**config.mk**
```make
export PLATFORM = sky130hd
export DESIGN_NAME = wb_writer
export DESIGN_NICKNAME = d
export VERILOG_FILES = /design/src/rtl/wb_writer.sv
export SDC_FILE = /design/constraint.sdc
export NUM_CORES = 1
export LEC_CHECK = 0
export BUFFER_PORTS_ARGS = -buffer_cell sky130_fd_sc_hd__buf_2
export CAP_MARGIN = 20
export CORE_UTILIZATION = 41
export CTS_CLUSTER_SIZE = 12
export DETAILED_ROUTE_END_ITERATION = 10
export HOLD_SLACK_MARGIN = 0.06
export PLACE_DENSITY = 0.79
export SETUP_SLACK_MARGIN = 0.1
export SLEW_MARGIN = 25
export SYNTH_ARGS = -nofsm -noshare
export SYNTH_HDL_FRONTEND = slang
export SYNTH_SLANG_ARGS = --single-unit
```
**constraint.sdc**
```tcl
create_clock -name clk -period 2.9 [get_ports clk]
set_clock_uncertainty 0.05 [all_clocks]
set_input_delay 0.145 -clock clk [delete_from_list [all_inputs] [get_ports clk]]
set_output_delay 0.145 -clock clk [all_outputs]
set_load 0.02 [all_outputs]
```
**src/rtl/wb_writer.sv**
```systemverilog
// Write-back stage: retires ALU/PC results directly and waits for load data before driving the register file write port.
// Optional macro WB_LOAD_EXT_EN formats load data by funct3 (LB/LH/LW/LBU/LHU); otherwise the raw word is written.
module wb_writer #(
  parameter int TIMEOUT = 15
) (
  input  logic        clk,
  input  logic        rst,
  input  logic        in_valid,
  output logic        in_ready,
  input  logic [4:0]  in_rd,
  input  logic [1:0]  in_wbsel,
  input  logic [31:0] in_pc,
  input  logic [31:0] in_alu,
  input  logic [2:0]  in_funct3,
  input  logic        dmem_rvalid,
  input  logic [31:0] dmem_rdata,
  output logic        write_enable,
  output logic [4:0]  rd,
  output logic [1:0]  WBSel,
  output logic [31:0] PC,
  output logic [31:0] ALU_out,
  output logic [31:0] dmem_out,
  output logic        busy,
  output logic        mem_timeout
);

  localparam int CNT_W = (TIMEOUT < 2) ? 1 : $clog2(TIMEOUT + 1);

  typedef enum logic [1:0] {IDLE, WAIT_MEM, COMMIT} state_t;

  state_t           state;
  logic [CNT_W-1:0] cnt;
  logic [31:0]      load_word;

  assign in_ready = (state != WAIT_MEM);
  assign busy     = (state != IDLE);

`ifdef WB_LOAD_EXT_EN
  logic [2:0] funct3_q;

  function automatic logic [31:0] format_load(input logic [2:0] f3, input logic [31:0] w);
    logic signed [7:0]  b;
    logic signed [15:0] h;
    b = w[7:0];
    h = w[15:0];
    case (f3)
      3'b000:  return 32'(b);
      3'b001:  return 32'(h);
      3'b100:  return {24'd0, w[7:0]};
      3'b101:  return {16'd0, w[15:0]};
      default: return w;
    endcase
  endfunction

  // funct3 must survive the wait for memory, so it is captured with the load
  always_ff @(posedge clk or posedge rst) begin
    if (rst) begin
      funct3_q <= 3'd0;
    end else if (in_valid && in_ready && in_wbsel == 2'b10) begin
      funct3_q <= in_funct3;
    end
  end

  assign load_word = format_load(funct3_q, dmem_rdata);
`else
  logic unused_funct3;
  assign unused_funct3 = ^in_funct3;
  assign load_word     = dmem_rdata;
`endif

  always_ff @(posedge clk or posedge rst) begin
    if (rst) begin
      state        <= IDLE;
      cnt          <= '0;
      write_enable <= 1'b0;
      mem_timeout  <= 1'b0;
      rd           <= 5'd0;
      WBSel        <= 2'b00;
      PC           <= 32'd0;
      ALU_out      <= 32'd0;
      dmem_out     <= 32'd0;
    end else begin
      write_enable <= 1'b0;
      mem_timeout  <= 1'b0;
      case (state)
        IDLE, COMMIT: begin
          if (in_valid) begin
            case (in_wbsel)
              2'b00, 2'b01: begin
                rd           <= in_rd;
                WBSel        <= in_wbsel;
                PC           <= in_pc;
                ALU_out      <= in_alu;
                write_enable <= (in_rd != 5'd0);
                state        <= COMMIT;
              end
              2'b10: begin
                rd    <= in_rd;
                WBSel <= in_wbsel;
                cnt   <= '0;
                state <= WAIT_MEM;
              end
              default: state <= IDLE;
            endcase
          end else begin
            state <= IDLE;
          end
        end
        WAIT_MEM: begin
          // data arriving on the last allowed cycle still wins over the timeout
          if (dmem_rvalid) begin
            dmem_out     <= load_word;
            write_enable <= (rd != 5'd0);
            state        <= COMMIT;
          end else if (cnt == CNT_W'(TIMEOUT - 1)) begin
            mem_timeout <= 1'b1;
            cnt         <= '0;
            state       <= IDLE;
          end else begin
            cnt <= cnt + CNT_W'(1);
          end
        end
        default: state <= IDLE;
      endcase
    end
  end

endmodule
```
==> results of run 1 <==
## worst reg2reg max path: cells and delay by family (launching register included)
family | cells | cell delay, ns
and+or+nand+nor | 2 | 0.73
DFF | 1 | 0.47
muxes | 1 | 0.44
## per-layer routing
layer / vias to the layer above / wire length [um]
li1: 1577 / -
met1: 1660 / 4200
met2: 138 / 5780
met3: 23 / 584
met4: 0 / 262
met5: - / 0
## cell type report
type | count | area [um2]
repair buffers | 319 | 2150
flip-flops and latches | 111 | 2780
inverters | 5 | 22.5
fillers | 680 | 3470
well taps | 136 | 170
clock inverters | 4 | 76.3
multi-input cells | 137 | 1490
clock buffers | 12 | 165
## power by group through the flow
stage,registers (mW),logic (mW),clock network (mW)
6_report,2.08,1.52,1.05
5_1_grt,2.13,1.60,1.15
4_1_cts,2.08,1.51,1.10
3_5_place_dp,2.10,1.40,0
3_3_place_gp,2.08,1.37,0
2_1_floorplan,2.52,0.466,0
## registers in the layout, summed over array words and instances, names as in the netlist
register / flops
ALU_out: 32
PC: 32
dmem_out: 32
rd: 5
cnt: 4
WBSel: 2
state: 2
mem_timeout: 1
write_enable: 1
## cells by family (layout without fill, tap and decap cells)
group / count (synthesis) / in the layout / synth area share, %
flops: 111 / 111 / 63.6
simple gates: 26 / 26 / 3.75
mux: 102 / 102 / 28.7
buf+inv: 15 / 340 / 2.35
fa+ha+maj: 2 / 2 / 0.573
compound gates: 7 / 7 / 1.03
## through the flow
step | util, % | power [mW] | instance area (um2) | std cells
detailed placement | 53.9 | 3.51 | 5570 | 604
global placement | 53.9 | 3.46 | 5570 | 604
finish | 66.4 | 4.65 | 6850 | 724
global route | 66.4 | 4.88 | 6850 | 724
CTS | 66.4 | 4.69 | 6850 | 724
floorplan | - | 2.98 | 4370 | 263
## worst paths after layout
kind                        startpoint           end  cells past startpoint
min in group asynchronous          rst    ALU_out[6]                      4
hold reg to reg            ALU_out[13]   ALU_out[13]                      1
max in group asynchronous          rst        PC[20]                      4
setup reg to reg              state[0]  dmem_out[30]                      3
setup / recovery              state[0]  dmem_out[30]                      3
hold / removal             in_wbsel[1]      state[1]                      3
## synth_stat cells, drive strengths merged
cell type    n
nor2         6
buf         10
dfrtp      111
and2b        1
or4          2
o21ai        3
o22ai        1
nor3b        2
nand3b       1
nand4b       2
mux2i        1
nand3        2
nor3         1
mux2       101
nand4bb      1
nand4        1
or2          2
nand2        4
inv          5
ha           2
o211ai       2
nand2b       1
o221ai       1
==> impl_metrics.ini, run 1 <==
[status]
status = finished clean

[final_layout]
layout_commonest_cell = buf_2
drive_gt1_share_pct = 54.6
nNetsFinal = 695
mostFrequentLayoutCells = 213 x buf_2, 111 x dfrtp_1, 104 x dlygate4sd3_1
syn_to_final_growth_pct = 56.9
n_antenna_cell = 0

[route]
drc = 0
drt-total-wl_um = 10800
routedWlPerCell_um = 15.0
drt_iter0_markers = 172
via_count = 3398
first_pass_iters = 6
via_per_inst = 4.69
drtAntennaViolNets = 0

[clock_tree]
clock_path_buffers = 2
clk_pin_slew_ns = 0.10
clock_latency_ns = 0.36
cts_max_level = 3
postCtsSetupBuffers = 0
cts.sinks = 111
cts_buffers = 9
hold_buffers = 104
root_buffer = clkbuf_8
post_cts_resize_count = 0
tritoncts = done

[die]
die_area_um2 = 11100
die_width_um = 105
row_count = 37
core_area_um2 = 10300
die_y_um = 105
initial_core_util_pct = 42.3
pin_count = 217

[timing]
period_share_pct = 61.8
finalSetupViolations = 0
hold_ws_ns = 0.0841
maxSlewViolCount = 0
maxSlewHeadroom_pct = 58.8
max_freq_mhz = 558
setup_tns_ns = 0
final-hold-violation-count = 0
rsz0062_at_grt = no
finalWorstSetupSlack_ns = 1.11
tightest_slew_ns = 0.617
min_period_ns = 1.79

[worst_setup_path]
cpMaxStageDelayCell = dfrtp_1
required_ns = 3.09
critPathMaxFanout = 34
rrSetupSlack_ns = 1.11
arrival_ns = 1.99
crit_buf_inv = 0
crit_path_end_kind = flop
crit_chain = and2b_1 > nand2_4 > mux2_2
critical_path.top_delay_family = simple AND/OR/NAND/NOR gates
worstSetupStartpointType = flop
critical_path_class = reg -> reg
max_stage_delay_ns = 0.47

[yosys]
netlist.area_leader.share_pct = 63.6
yosysUniqueCellTypes = 29
postSynthAreaPerCell_um2 = 16.6
yosys_register_bits = 111
yosysSeqAreaShare_pct = 63.6
synthTopCellsByArea = dfrtp_1 64%, mux2_2 15%, mux2_4 9.6%
yosysWarnings = 0
synth_cells = 263
synth_area_leader_cell = dfrtp_1
syn_area_um2 = 4370
synth_nets = 375

[place]
port_buffers = 213
dp_slack_ns = 1.13
dp_hpwl_um = 6480
gp_congestion = 0.735

[grt]
met3_usage_pct = 4.80
grt-ovfl-total = 0
grtUsageMet2_pct = 37.4
grt_antenna_before_repair = 0
first_global_vias = 3628
grt_first_pass_wirelength_um = 17300
grt_max_degree = 112
busiest_layer = met2
grt_usage_pct = 20.0
grtUsageMet1_pct = 21.5

[pwr]
p_switching_mw = 1.48
pwr-share-comb_pct = 32.6
p_clk_share_pct = 22.6
leakagePower_nw = 3.40
intPower_mw = 3.17
powerDensity_nw_per_um2 = 678
pwr-share-seq_pct = 44.8
switching_share_pct = 31.8
peakVddDrop_mv = 0.401

[min_path]
hold_path.class = in -> reg

[job]
drv_cap = 0
Note: power is estimated with default switching activity, not from simulation.
==> inputs of run 2 (changes only) <==
==> constraint.sdc (replaced) <==
create_clock -name clk -period 1.44 [get_ports clk]
set_clock_uncertainty 0.05 [all_clocks]
set_input_delay 0.072 -clock clk [delete_from_list [all_inputs] [get_ports clk]]
set_output_delay 0.072 -clock clk [all_outputs]
set_load 0.02 [all_outputs]
==> impl_metrics.ini, run 2 (same netlist as run 1, synthesis figures left out) <==
[clock_tree]
clk_pin_slew_ns = 0.10
tritoncts = done
cts_max_level = 3
clock_latency_ns = 0.37
cts.sinks = 111
cts_buffers = 9
root_buffer = clkbuf_8
clock_path_buffers = 2

[min_path]
hold_path.class = in -> reg
hold_start = in_valid

[status]
status = finished with violations
violations = negative setup slack

[timing]
period_share_pct = 108
tightest_slew_ns = 0.351
max_freq_mhz = 641
rsz0062_at_grt = yes
maxSlewHeadroom_pct = 76.6
min_period_ns = 1.56
finalSetupViolations = 104
final-hold-violation-count = 0
maxSlewViolCount = 0
finalWorstSetupSlack_ns = -0.121
hold_ws_ns = 0.234

[place]
dp_hpwl_um = 7310
dp.cells = 628
port_buffers = 213
gp_congestion = 0.818

[worst_setup_path]
critPathMaxFanout = 7
worstSetupStartpointType = flop
required_ns = 1.65
crit_path_end_kind = flop
startpoint = state[0]
r2r_start = state[0]
critical_path_class = reg -> reg
arrival_ns = 1.77

[final_layout]
n_antenna_cell = 0
nNetsFinal = 738
drive_gt1_share_pct = 61.0
fillers = 612
top_regs = ALU_out (32), PC (32), dmem_out (32)
stdcell_count = 767
layout_commonest_cell = buf_2
mostFrequentLayoutCells = 211 x buf_2, 110 x dfrtp_1, 106 x dlygate4sd3_1
syn_to_final_growth_pct = 73.7

[grt]
grt_max_degree = 67
grt_antenna_before_repair = 0
first_global_vias = 3921
busiest_layer = met2
met3_usage_pct = 4.24
grt-ovfl-total = 0
grtUsageMet2_pct = 42.0
grtUsageMet1_pct = 25.2
grt_usage_pct = 22.3
grt_first_pass_wirelength_um = 19100

[die]
row_count = 37
die_area_um2 = 11100
die_y_um = 105
die_width_um = 105
initial_core_util_pct = 42.3
pin_count = 217
core_area_um2 = 10300

[job]
drv_cap = 0

[route]
routedWlPerCell_um = 16.7
drtAntennaViolNets = 0
drc = 0
first_pass_iters = 4
via_count = 3614
drt_iter0_markers = 130
via_per_inst = 4.71
drt-total-wl_um = 12800

[pwr]
powerDensity_nw_per_um2 = 1240
leakagePower_nw = 3.84
peakVddDrop_mv = 0.780
-- run 2: worst paths after layout --
check                           cells after the start           to  slack, ns
min in group asynchronous                           4   ALU_out[8]       0.31
max in group asynchronous                           4     state[0]       0.67
worst max register to register                      5  ALU_out[10]      -0.12
worst min register to register                      1  ALU_out[30]       0.46
worst max-delay path                                5  ALU_out[10]      -0.12
worst min-delay path                                3        rd[3]       0.23
-- run 2: layout make-up --
type	count	area, um2	area share (%)
Inverter	5	25.0	0.330
Clock buffer	10	128	1.68
Timing Repair Buffer	362	2700	35.6
Sequential cell	111	2780	36.6
Multi-Input combinational cell	137	1740	23.0
Tap cell	136	170	2.24
Clock inverter	6	36.3	0.478
-- run 2: timing repair --
action / in CTS / in global routing
pin swaps: 4 / 6
endpoints found under the setup margin: 107 / 110
setup buffers: 4 / 8
gates cloned: 2 / 3
endpoints found under the hold margin: 217 / 0
hold buffers: 106 / 0
gates resized for setup: 32 / 52
-- run 2: critical path, stage by stage (launching register included) --
cell and delay, ns:
dfrtp_2 0.44, nor3b_4 0.17, buf_6 0.15, clkbuf_16 0.17
clkbuf_16 0.16, mux2_4 0.30
-- run 2: where the power goes --
group	leakage (nW)	switching, mW	internal [mW]
Combinational	2.43	1.72	1.78
Sequential	1.33	0.431	3.81
Clock	0.0862	1.00	0.625
-- run 2: metal layers --
| layer | part of all wire (%) | wire (um) |
|---|---|---|
| met2 | 54 | 6980 |
| met4 | 1.4 | 180 |
| met5 | 0 | 0 |
| met1 | 40 | 5140 |
| met3 | 4.2 | 537 |
-- run 2: stage by stage --
step	total power, mW	cell area, um2	worst slack (ns)	utilization (%)	TNS (ns)
after CTS	9.16	7240	-0.115	70.2	-6.72
final	9.38	7580	-0.121	73.5	-8.41
after global routing	9.83	7580	-0.155	73.5	-12.31
after floorplan	6.06	4420	-0.0417	-	-3.48
after detailed placement	7.20	5830	-0.119	56.4	-4.79
after global placement	7.09	5830	-0.0504	56.4	-1.86
==> inputs of run 3 (changes only) <==
--- a/config.mk
+++ b/config.mk
@@ -5,7 +5,7 @@
 export SDC_FILE = /design/constraint.sdc
 export NUM_CORES = 1
 export LEC_CHECK = 0
-export BUFFER_PORTS_ARGS = -buffer_cell sky130_fd_sc_hd__buf_2
+export BUFFER_PORTS_ARGS = -buffer_cell sky130_fd_sc_hd__buf_4
 export CAP_MARGIN = 20
 export CORE_UTILIZATION = 41
 export CTS_CLUSTER_SIZE = 12
==> impl_metrics.ini, run 3 (same netlist as run 1, synthesis figures left out) <==
[route]
drc = 0
dr_wl_met2_um = 7980
drt_iter0_markers = 120
via_per_inst = 4.78
top_layer = met4
via_count = 3630
drt-total-wl_um = 14800
first_pass_iters = 4
wl_met1_um = 5790
routedWlPerCell_um = 19.5
wl_met3_um = 625
drtAntennaViolNets = 0

[worst_setup_path]
arrival_ns = 1.78
crit_chain = and2b_2 > buf_4 > nand2_8 > buf_4 > mux2_2
critical_path_class = reg -> reg
crit_path_frequent_cell = buf_4
critPathMaxFanout = 5
worstSetupStartpointType = flop
cpMaxStageDelayCell = dfrtp_1
max_stage_delay_ns = 0.43
crit_path_end_kind = flop
required_ns = 1.66

[timing]
maxSlewHeadroom_pct = 61.6
max_freq_mhz = 641
final-hold-violation-count = 0
hold_ws_ns = 0.178
finalSetupViolations = 99
maxSlewViolCount = 0
min_period_ns = 1.56
finalWorstSetupSlack_ns = -0.120
tightest_slew_ns = 0.576
rsz0062_at_grt = yes
period_share_pct = 108
setup_tns_ns = -8.09

[clock_tree]
clock_latency_ns = 0.37
clock_path_buffers = 2
tritoncts = done
cts_max_level = 3
clk_pin_slew_ns = 0.10
root_buffer = clkbuf_8
cts_buffers = 9
cts.sinks = 111

[die]
pin_count = 217
die_y_um = 105
row_count = 37
die_area_um2 = 11100
initial_core_util_pct = 42.3
die_width_um = 105
core_area_um2 = 10300

[place]
dp_slack_ns = -0.0852
port_buffers = 213
dp.cells = 615
placed_area_um2 = 6250
dp_hpwl_um = 7630
gp_congestion = 0.811

[grt]
grt_max_degree = 112
grt_first_pass_wirelength_um = 22100
grt-ovfl-total = 0
grt_antenna_before_repair = 0
first_global_vias = 4142
grt_usage_pct = 26.7

[status]
violations = negative setup slack
status = finished with violations

[pwr]
peakVddDrop_mv = 0.942
leakagePower_nw = 4.03
powerDensity_nw_per_um2 = 1240
p_total_mw = 10.1

[min_path]
hold_path.class = in -> reg

[final_layout]
utilization_pct = 78.5
final_area_um2 = 8110
drive_gt1_share_pct = 60.4
top_regs = ALU_out (32), PC (32), dmem_out (32)
fillers = 556
layout_commonest_cell = buf_4
stdcell_count = 759
syn_to_final_growth_pct = 85.7
n_antenna_cell = 0
nNetsFinal = 731
mostFrequentLayoutCells = 226 x buf_4, 111 x dfrtp_1, 106 x dlygate4sd3_1

[job]
drv_cap = 0
run 3: critical path: cells and delay by family, from the launching register on:
family                 cells  cell delay, ns
buffers and inverters      2            0.29
flip-flops                 1            0.43
multiplexers               1            0.33
AND/OR/NAND/NOR            2            0.34
run 3: layer usage:
metal	up-vias	GRT usage [%]
met5	-	0
met1	1815	29.5
met2	146	49.5
li1	1638	-
met4	0	12.2
met3	31	4.55
run 3: area by class of cell:
cell class                      count  area (um2)  share of cell area (%)
Clock inverter                      4        22.5                   0.278
Inverter                            5        22.5                   0.278
Multi-Input combinational cell    138        1780                    21.9
Sequential cell                   111        2780                    34.3
Timing Repair Buffer              354        3200                    39.4
Clock buffer                       11         141                    1.74
Tap cell                          136         170                    2.10
run 3: what timing repair did:
item,in CTS,in global routing
pin swaps,2,4
endpoints found under the hold margin,218,0
endpoints found under the setup margin,107,112
buffers inserted,13,1
gates resized for setup,59,21
hold buffers,106,0
cloned,5,4
run 3: path summary, 6_finish.rpt:
check                          from      endpoint  slack (ns)  cells past startpoint
max                        state[0]  dmem_out[28]       -0.12                      5
max reg2reg                state[0]  dmem_out[28]       -0.12                      5
max in group asynchronous       rst         rd[4]        0.54                      4
min                        in_valid         rd[4]        0.18                      4
min in group asynchronous       rst   ALU_out[14]        0.38                      4
min reg2reg                WBSel[1]      WBSel[1]        0.46                      2
run 3: where the power goes:
part	leakage [nW]	switching, mW	internal (mW)
sequential	1.33	0.492	3.82
combinational	2.62	1.80	2.27
clock	0.0850	1.02	0.660
